### src/rtl/demux4_stream_pkg.sv
// Shared types and helpers for the 1-to-4 stream demultiplexer.
package demux_pkg;

    localparam int NUM_CH = 4;

    typedef enum logic [1:0] {EMPTY, ONE, FULL} buf_state_t;

    function automatic logic [NUM_CH-1:0] onehot(input logic [1:0] sel);
        onehot      = '0;
        onehot[sel] = 1'b1;
    endfunction

endpackage

### src/rtl/demux4_stream_fifo2.sv
// Two-entry valid/ready FIFO of {data, sel}; slot 0 is always the head entry.
module stream_fifo2
    import demux_pkg::*;
#(
    parameter int WIDTH = 4
) (
    input  logic             clk_i,
    input  logic             rst_ni,
    input  logic             push_i,
    input  logic [WIDTH-1:0] push_data_i,
    input  logic [1:0]       push_sel_i,
    output logic             push_ready_o,
    input  logic             pop_i,
    output logic             head_valid_o,
    output logic [WIDTH-1:0] head_data_o,
    output logic [1:0]       head_sel_o
);

    typedef struct packed {
        logic [WIDTH-1:0] data;
        logic [1:0]       sel;
    } entry_t;

    buf_state_t state_q, state_d;
    entry_t     slot0_q, slot0_d;
    entry_t     slot1_q, slot1_d;
    entry_t     new_e;
    logic       ready_q, ready_d;
    logic       enq, deq;

    assign new_e = '{data: push_data_i, sel: push_sel_i};
    assign enq   = push_i && ready_q;
    assign deq   = pop_i && (state_q != EMPTY);

    // ready_q is the registered image of (state != FULL); it resets low so the
    // producer sees no readiness while reset is asserted.
    always_ff @(posedge clk_i or negedge rst_ni) begin
        if (!rst_ni) begin
            state_q <= EMPTY;
            slot0_q <= '0;
            slot1_q <= '0;
            ready_q <= 1'b0;
        end else begin
            state_q <= state_d;
            slot0_q <= slot0_d;
            slot1_q <= slot1_d;
            ready_q <= ready_d;
        end
    end

    always_comb begin
        state_d = state_q;
        slot0_d = slot0_q;
        slot1_d = slot1_q;
        case (state_q)
            EMPTY: begin
                if (enq) begin
                    state_d = ONE;
                    slot0_d = new_e;
                end
            end
            ONE: begin
                if (enq && deq) begin
                    slot0_d = new_e;
                end else if (enq) begin
                    state_d = FULL;
                    slot1_d = new_e;
                end else if (deq) begin
                    state_d = EMPTY;
                end
            end
            FULL: begin
                if (deq) begin
                    state_d = ONE;
                    slot0_d = slot1_q;
                end
            end
            default: state_d = EMPTY;
        endcase
        ready_d = (state_d != FULL);
    end

    assign push_ready_o = ready_q;
    assign head_valid_o = (state_q != EMPTY);
    assign head_data_o  = slot0_q.data;
    assign head_sel_o   = slot0_q.sel;

endmodule

### src/rtl/demux4_stream.sv
// Registered 1-to-4 stream demultiplexer: each accepted word goes to the
// channel named by its SEL, in strict acceptance order.
module demux4_stream
    import demux_pkg::*;
#(
    parameter int WIDTH = 4
) (
    input  logic              CLK,
    input  logic              RST_N,
    input  logic [1:0]        SEL,
    input  logic [WIDTH-1:0]  DIN,
    input  logic              IN_VALID,
    output logic              IN_READY,
    output logic [WIDTH-1:0]  DOUT,
    output logic [NUM_CH-1:0] OUT_VALID,
    input  logic [NUM_CH-1:0] OUT_READY
);

    logic             head_valid;
    logic [WIDTH-1:0] head_data;
    logic [1:0]       head_sel;
    logic             pop;

    stream_fifo2 #(.WIDTH(WIDTH)) u_fifo (
        .clk_i        (CLK),
        .rst_ni       (RST_N),
        .push_i       (IN_VALID),
        .push_data_i  (DIN),
        .push_sel_i   (SEL),
        .push_ready_o (IN_READY),
        .pop_i        (pop),
        .head_valid_o (head_valid),
        .head_data_o  (head_data),
        .head_sel_o   (head_sel)
    );

    // Only the head's own consumer can retire it; other ready bits are ignored.
    assign pop       = head_valid && OUT_READY[head_sel];
    assign OUT_VALID = head_valid ? onehot(head_sel) : '0;
    assign DOUT      = head_valid ? head_data : '0;

endmodule
### config.mk
export PLATFORM = sky130hd
export DESIGN_NAME = demux4_stream
export DESIGN_NICKNAME = d
export VERILOG_FILES = /design/src/rtl/demux4_stream_pkg.sv /design/src/rtl/demux4_stream_fifo2.sv /design/src/rtl/demux4_stream.sv
export SDC_FILE = /design/constraint.sdc
export NUM_CORES = 1
export LEC_CHECK = 0
export ABC_AREA = 1
export CELL_PAD_IN_SITES_DETAIL_PLACEMENT = 0
export CELL_PAD_IN_SITES_GLOBAL_PLACEMENT = 2
export CORE_UTILIZATION = 26
export CTS_CLUSTER_SIZE = 16
export DETAILED_ROUTE_END_ITERATION = 10
export GPL_TIMING_DRIVEN = 1
export PLACE_DENSITY = 0.8
export RECOVER_POWER = 100
export SETUP_SLACK_MARGIN = 0.15
export SYNTH_ARGS = -nofsm -noshare
export SYNTH_HDL_FRONTEND = slang
export SYNTH_SLANG_ARGS = --single-unit
### constraint.sdc
create_clock -name CLK -period 1.75 [get_ports CLK]
set_input_delay 0.175 -clock CLK [delete_from_list [all_inputs] [get_ports CLK]]
set_output_delay 0.175 -clock CLK [all_outputs]
set_load 0.005 [all_outputs]
# After elaboration in Yosys (flattened, before gate mapping)

Index checks and enable logic that the tools add are counted.

Flip-flop bits (word level): 15
Output and inout port bits: 9

Reduce and logical (&&, ||, !) cells: 10
Bitwise logic cells: 1
$lt $le $gt $ge: 2
Muxes and demuxes: 16
Equality and inequality tests: 6

Operators with widths:

| kind                                                        | count |
|---|---|
| two-way mux 6 bit                                           | 3 |
| case mux 6 bit (3 select lines)                             | 1 |
| two-way mux 2 bit                                           | 5 |
| two-way mux 4 bit                                           | 2 |
| != test 2 x 1 -> 1 bit (second input constant)              | 3 |
| case mux 2 bit (3 select lines)                             | 1 |
| logical AND 1 bit                                           | 5 |
| AND reduction 4 bit                                         | 1 |
| less-than comparator 2 x 3 -> 1 bit (second input constant) | 1 |
| AND reduction 3 bit                                         | 1 |
| nonzero test 3 bit                                          | 1 |
| binary-select mux 1 bit (select 2 bit)                      | 1 |
| demux 1 bit (select 2 bit)                                  | 1 |
| equality test 2 x 1 -> 1 bit (second input constant)        | 1 |
| equality test 2 bit (second input constant)                 | 1 |
| >= comparator 2 x 1 -> 1 bit (second input constant)        | 1 |
| logical NOT 2 bit                                           | 1 |
| two-way mux 1 bit                                           | 2 |
| != test 2 bit (second input constant)                       | 1 |
| nonzero test 2 bit                                          | 1 |
| inverter 1 bit                                              | 1 |

# Depth between registers and ports, before layout

Gate-level depths: netlist of run 1.

Depth after elaboration: 9
Mapped depth: 8
Mapped depth without buffers: 8

# Hierarchy

From an unflattened synthesis of run 1, not the netlist that was laid out.

Cells, all modules: 112
Area, all modules: 843.3 um^2

By module, submodules not included:

| module        | instances | cells each | sequential area each (um^2) | area an instance (um^2) |
|---|---|---|---|---|
| stream_fifo2  | 1         | 88         | 375.4                       | 744.5 |
| demux4_stream | 1         | 24         | 0.0                         | 98.8 |

# Worst setup path before layout of run 1

Ideal clock, no wire load.

Path type: register to register
Start point: register u_fifo.state_q[0]
End point: register u_fifo.slot0_q (netlist bit u_fifo.head_sel_o[1])
Library setup time: 0.118 ns
Stages on the path, launching flop included: 8
Arrival: 1.094 ns
Setup slack: 0.539 ns
Clock period less this slack: 1.211 ns
Path buffers: 1
Cells stage by stage: dfrtp_1 > buf_4 > inv_2 > nand2_1 > nand3_2 > nand3_2 > nand2_1 > nand2_1

Longest elaborated chain between the ends: 6
Elaborated cells between the ends (all ways): 13
Classes of those cells: 5 x eq/ne; 1 x mux; 7 x reduce/logical

RTL lines:

| element                          | line                                                 | RTL |
|---|---|---|
| start, declared                  | demux4_stream_fifo2.sv:24                            | `buf_state_t state_q, state_d;` |
| start signal, assigned           | demux4_stream_fifo2.sv:44                            | `state_q <= state_d;` |
| nonzero test 2 bit               | demux4_stream_fifo2.sv:33, demux4_stream_fifo2.sv:84 |  |
| logical AND 1 bit                | demux4_stream.sv:38                                  | `assign pop = head_valid && OUT_READY[head_sel];` |
| logical AND 1 bit                | demux4_stream_fifo2.sv:33                            | `assign deq = pop_i && (state_q != EMPTY);` |
| logical AND 1 bit                | demux4_stream_fifo2.sv:63                            | `if (enq && deq) begin` |
| != test 2 x 1 -> 1 bit (no line) | -                                                    |  |
| AND reduction 4 bit (no line)    | -                                                    |  |
| end signal, assigned             | demux4_stream_fifo2.sv:45                            | `slot0_q <= slot0_d;` |
| end, declared                    | demux4_stream_fifo2.sv:25                            | `entry_t slot0_q, slot0_d;` |

Parallel ways exist; a longest one is shown, timed or not.
A chain may end at the register's enable or synchronous reset.

# Final worst setup path of run 1

Start point: register u_fifo.slot0_q (netlist bit u_fifo.head_sel_o[0])
End point: register u_fifo.slot0_q (netlist bit u_fifo.head_sel_o[0])

Longest elaborated chain between the ends: 7
Elaborated cells between the ends (all ways): 8
Classes of those cells: 2 x eq/ne; 2 x mux; 4 x reduce/logical

RTL lines:

| element                                   | line |
|---|---|
| binary-select mux 1 bit (select 2 bit) *  | demux4_stream.sv:38 |
| two-way mux 1 bit (not written as such) * | demux4_stream.sv:38 |
| logical AND 1 bit *                       | demux4_stream.sv:38 |
| logical AND 1 bit *                       | demux4_stream_fifo2.sv:33 |
| logical AND 1 bit                         | demux4_stream_fifo2.sv:63 |
| != test 2 x 1 -> 1 bit (no line)          | - |
| AND reduction 4 bit (no line) *           | - |

Mark *: on every way between the ends. The rest lies on a longest branch, timed or not. The select of a mux whose other input is x is not followed.

==> results of run 1 <==
## synth_stat cells
master,n
buf_4,1
nand3_2,2
buf_2,1
nand4_1,13
inv_2,4
mux2i_4,1
nand2_1,48
nand2_2,2
nor2_1,5
dfrtp_1,15
nand3_4,1
nand4_2,1
inv_1,6
nor3_1,4
nand3_1,6
## layout make-up
| class | instances | area [sq um] | share of cell area |
|---|---|---|---|
| clock buffers | 3 | 22.52 | 0.01935 |
| clock inverters | 1 | 5.005 | 0.004301 |
| inverters | 10 | 40.04 | 0.03441 |
| multi-input cells | 83 | 404.1 | 0.3473 |
| flip-flops and latches | 15 | 376.6 | 0.3237 |
| well taps | 44 | 55.05 | 0.04731 |
| repair buffers | 29 | 260.3 | 0.2237 |
## per-layer routing
layer	GRT usage	routed length, um	up-vias
li1	-	-	429
met1	0.1658	930	364
met2	0.2305	959	27
met3	0.02198	121	4
met4	0.04082	19	0
met5	0	0	-
## power groups by stage
| stage | Clock, W | Combinational, W | Sequential [W] |
|---|---|---|---|
| finish | 0.000193 | 0.000926 | 0.000618 |
| global route | 0.000225 | 0.00105 | 0.000643 |
| CTS | 0.000206 | 0.000958 | 0.000621 |
| detailed placement | 0 | 0.000966 | 0.000625 |
| global placement | 0 | 0.000954 | 0.000625 |
| floorplan | 0 | 0.000618 | 0.000590 |
## stage by stage
stage               std cells  worst slack [ns]  utilization  hold slack, ns  total power (W)
finish                    185            0.2571       0.3811          0.2400         0.001737
global route              185            0.1049       0.3811          0.2576         0.001920
CTS                       184            0.1223       0.3836          0.1770         0.001784
detailed placement        179            0.2816       0.3730          0.4603         0.001591
global placement          179            0.2870       0.3730          0.4596         0.001579
floorplan                 110            0.5388            -         -0.1206         0.001208
## state kept, by name (all words and copies together) (netlist names)
| name | flops |
|---|---|
| u_fifo.push_ready_o | 1 |
| u_fifo.head_data_o | 4 |
| u_fifo.head_sel_o | 2 |
| u_fifo.slot1_q | 6 |
| u_fifo.state_q | 2 |
## cells by family (layout without fill, tap and decap cells)
logic type	Yosys count	after routing	share of synthesized area
buf+inv	12	43	0.05951
flops	15	15	0.4464
mux	1	1	0.02678
simple gates	82	82	0.4673
## worst paths after layout
kind,slack [ns],startpoint,to,cells past startpoint
setup reg to reg,0.26,u_fifo.head_sel_o[0],u_fifo.head_sel_o[0],8
setup / recovery,0.26,u_fifo.head_sel_o[0],u_fifo.head_sel_o[0],8
min in group CLK,0.48,u_fifo.head_data_o[1],u_fifo.head_data_o[1],2
max in group asynchronous,0.81,RST_N,u_fifo.head_sel_o[1],2
hold reg to reg,0.48,u_fifo.head_data_o[1],u_fifo.head_data_o[1],2
hold / removal,0.24,RST_N,u_fifo.slot1_q[4],1
## timing repair
item | in CTS | in global routing
resized for setup | 10 | 1
endpoints found under the hold margin | 0 | 0
cloned | 0 | 0
setup endpoints to repair | 8 | 1
setup buffers | 1 | 1
==> qor.yml, run 1 <==
timing:
  drv_slew: 0
  worst_pin_slew_ns: 0.4240
  clock.fmax_ghz: 0.6698
  finClkSkew_ns: 0.005858
  setup_viol: 0
  fin_setup_tns_ns: 0
  period_minus_slack_ns: 1.493
  rsz0062_at_grt: "false"
  slew_headroom: 0.7173
  period_share: 0.8531
  hold_violations: 0
finish:
  fin_area_sq_um: 1164
  final_cell_mix: "nand2_1 (48), nand4_1 (14), dfrtp_1 (14)"
  area_delta_synth_final_pct: 38.39
  diodes: 0
  final_common_cell: "nand2_1"
  nets: 155
  nFillCells: 351
  final_layout_size_suffix_gt1_frac: 0.1418
run_status:
  status: "finished, final reports clean"
clock_tree:
  clkTransAtPathRegs_ns: 0.09
  cts_root_buf: "clkbuf_4"
  clockBufferDepth: 2
  cts.sinks: 15
  ctsHoldBuffers: 0
  insertion_delay_ns: 0.28
  cts_max_level: 1
  cts_buffers: 3
  cts_tree: "yes"
power:
  power_density_nw_per_um2: 1493
  combPwrFrac: 0.533
  pwr-share-seq: 0.356
  p_int_w: 0.0009800
  swShare: 0.4357
  clkPwrFrac: 0.111
  leakage_nw: 0.6153
  power.switching_w: 0.0007568
  ir_drop_mv: 0.4495
logic_synthesis:
  syn-mean-instance-area_sq_um: 7.644
  syn_inst: 110
  synth_fp_nets: 123
  yosysTopAreaCell: "dfrtp_1"
  synth.top_cell.area_share: 0.4464
  syn_area_sq_um: 840.8
  ys_ff_latch: 15
  synth_cell_types: 15
  ys_warn_count: 0
  synth.area.top_cells: "dfrtp_1 (45%), nand2_1 (21%), nand4_1 (9.7%), nand3_1 (3.6%), inv_1 (2.7%)"
  ys_seq_area_frac: 0.4464
worst_setup_path:
  critPathSlowestCell: "dfrtp_1"
  critPathLaunchType: "flip-flop"
  path_class: "reg2reg"
  cp.required_ns: 1.92
  path_max_fanout: 7
  cp_num_buf_inv: 1
  crit_path_end_kind: "flip-flop"
  slowest_delay_ns: 0.45
  cp_top_family: "simple AND/OR/NAND/NOR gates"
  cp_cell_sequence: "inv_1, nand2_1, nand2_2, nand2_1, nand3_2, nand3_1, nand2_1, nand2_1"
  crit_arrival_ns: 1.66
  cp_common_cell: "nand2_1"
floorplan:
  io_pins: 22
  die_w_um: 58.87
  rows: 20
  coreArea_sq_um: 3053
  die_area_sq_um: 3465
  start_util: 0.2754
  die_h_um: 58.87
global_route:
  first_global_vias: 813
  grt_pass1_wl_um: 3553
  grt_util_all_layers: 0.1321
  antenna_found_initial: 0
  overflow: 0
  grt_max_degree: 10
route:
  post_drt_wl_per_cell_um: 10.97
  drt_iter0_markers: 37
  drc: 0
  drt_wl_total_um: 2030
  avgViaCountPerCell: 4.454
  drtPass1Iterations: 4
  ant_nets: 0
  vias: 824
placement:
  place_hpwl_um: 1609
  port_buffers: 21
  place_congestion: 0.7675
  placed_area_sq_um: 1139
job:
  maxCapViolations: 0
worst_hold_path:
  min_path_type: "in2async"
No activity file was read; power rests on OpenSTA's default activity.
==> run 2, diff against run 1 <==
Settings changed: TNS_END_PERCENT from default to 5.
==> qor.yml, run 2 (synthesis results as in run 1) <==
finish:
  nets: 153  # -1.3%
  multiInputGateArea_sq_um: 410.4  # +1.5%
  largest-register: "u_fifo.slot1_q"
  nFillCells: 350  # -0.28%
  ff_latch_area_sq_um: 376.6  # unchanged
  largest_reg_flops: 6  # unchanged
  diodes: 0  # unchanged
  final_common_cell: "nand2_1"
  final_cell_mix: "nand2_1 (48), dfrtp_1 (14), nand4_1 (13)"
  fin_area_sq_um: 1162  # -0.11%
  utilization: 0.3807  # -0.0004100
  area_delta_synth_final_pct: 38.24
  final_layout_size_suffix_gt1_frac: 0.1367  # -0.005153
  final_cells: 183  # -1.1%
run_status:
  status: "finished, final reports clean"
timing:
  clock.fmax_ghz: 0.6094  # -9.0%
  finClkSkew_ns: 0.005601  # -0.0002571 ns
  period_share: 0.9376  # +0.08452
  hold_violations: 0  # unchanged
  setup_viol: 0  # unchanged
  hold-worst-slack_ns: 0.2376  # -0.002454 ns
  period_minus_slack_ns: 1.641  # +0.1479 ns
  drv_slew: 0  # unchanged
  rsz0062_at_grt: "true"
  worst_pin_slew_ns: 0.4218  # -0.002171 ns
  slew_headroom: 0.7188  # +0.001447
power:
  power_density_nw_per_um2: 1498  # +0.36%
  ir_drop_mv: 0.4568  # +1.6%
  leakage_nw: 0.5980  # -2.8%
worst_setup_path:
  cp.required_ns: 1.57  # -0.35 ns
  r2r_cells: 8  # unchanged
  path_class: "reg2out"
  path_max_fanout: 8  # +1
  cp_top_family: "buffers and inverters"
  cp_cell_sequence: "inv_1, nand2_2, inv_2, nor2_1, clkdlybuf4s50_1"
  slowest_delay_ns: 0.50  # +0.05 ns
  critPathSlowestCell: "clkdlybuf4s50_1"
  rr_endpoint: "u_fifo.head_sel_o[0]"
  critPathLaunchType: "flip-flop"
  cp_num_buf_inv: 3  # +2
  r2r_slack_ns: 0.23  # -0.03 ns
  rr_startpoint: "u_fifo.head_sel_o[0]"
  crit_path_end_kind: "primary output"
  crit_arrival_ns: 1.47  # -0.19 ns
route:
  vias: 801  # -2.8%
  ant_nets: 0  # unchanged
  drc: 0  # unchanged
  drt_wl_total_um: 2029  # about the same
  avgViaCountPerCell: 4.377  # -1.7%
  post_drt_wl_per_cell_um: 11.09  # +1.0%
  drtPass1Iterations: 6  # +2
  drt_iter0_markers: 44  # +19%
floorplan:
  die_w_um: 58.87  # unchanged
  coreArea_sq_um: 3053  # unchanged
  die_area_sq_um: 3465  # unchanged
  die_h_um: 58.87  # unchanged
  start_util: 0.2754  # unchanged
  io_pins: 22  # unchanged
  rows: 20  # unchanged
placement:
  place_congestion: 0.7675  # unchanged
  placed_area_sq_um: 1139  # unchanged
  place_hpwl_um: 1609  # unchanged
  port_buffers: 21  # unchanged
  dp.cells: 179  # unchanged
clock_tree:
  post_cts_buffers: 0  # -1
  insertion_delay_ns: 0.28  # about the same
  clockBufferDepth: 2  # unchanged
  ctsHoldBuffers: 0  # unchanged
  cts_tree: "yes"
  cts_max_level: 1  # unchanged
  cts_buffers: 3  # unchanged
  cts_root_buf: "clkbuf_4"
  cts.sinks: 15  # unchanged
  clkTransAtPathRegs_ns: 0.09  # about the same
global_route:
  grt_max_degree: 10  # unchanged
  grt_pass1_wl_um: 3512  # -1.2%
  grt_util_all_layers: 0.1307  # -0.001390
  antenna_found_initial: 0  # unchanged
  first_global_vias: 801  # -1.5%
  overflow: 0  # unchanged
job:
  maxCapViolations: 0  # unchanged
worst_hold_path:
  min_path_type: "in2async"
==> run 2: cell count changes in the layout (fill, tap and decap cells not counted) <==
cell	change
buf_4	-2
clkdlybuf4s25_1	+4
clkdlybuf4s50_1	+1
dlygate4sd2_1	-6
dlymetal6s2s_1	+1
inv_2	+1
inv_4	-1
nand4_1	-1
nand4_2	+1
==> run 2: worst max-delay path by stage <==
stage,to,from,depth (start not counted)
CTS,OUT_VALID[0],u_fifo.state_q[1],5
global route,DOUT[1],u_fifo.state_q[1],5
detailed placement,u_fifo.head_sel_o[1],OUT_READY[3],8
finish,DOUT[1],u_fifo.state_q[1],5
global placement,u_fifo.head_data_o[0],OUT_READY[3],8
floorplan,u_fifo.head_sel_o[1],u_fifo.state_q[0],7
==> run 2: power by group <==
group,leakage [nW],switching [W],internal (W)
logic,0.397,0.000532,0.000396
clock network,0.0177,0.000110,0.0000847
registers,0.183,0.000114,0.000504
total,0.598,0.000756,0.000985
==> run 2: cell type report <==
type,count,share of cell area
Tap cell,44,0.04736
Timing Repair Buffer,27,0.2196
Inverter,10,0.03229
Sequential cell,15,0.3240
Multi-Input combinational cell,83,0.3531
Clock inverter,1,0.004306
Clock buffer,3,0.01938
==> run 2: layer usage <==
layer | global-route usage | up-vias | routed length [um] | share of wire
li1 | - | 424 | - | -
met1 | 0.1644 | 350 | 938 | 0.46
met2 | 0.2273 | 25 | 970 | 0.48
met3 | 0.02198 | 2 | 111 | 0.055
met4 | 0.04082 | 0 | 8 | 0.0039
met5 | 0 | - | 0 | 0
==> run 2: timing repair <==
item | in CTS | in global routing
resized for setup | 3 | 6
gates cloned | 0 | 0
endpoints found under the setup margin | 8 | 7
==> run 2: worst reg2reg max path, delay by kind of cell (launching register included) <==
kind          cells  cell delay, ns
simple gates      7            0.83
buf+inv           1            0.14
flops             1            0.45
==> run 2: through the flow <==
step                power (W)   TNS, ns  setup slack [ns]
CTS                  0.001800         0           0.02664
finish               0.001741         0            0.1092
detailed placement   0.001591         0            0.2816
floorplan            0.001208         0            0.5388
global placement     0.001579         0            0.2870
global route         0.001920  -0.03136          -0.03136
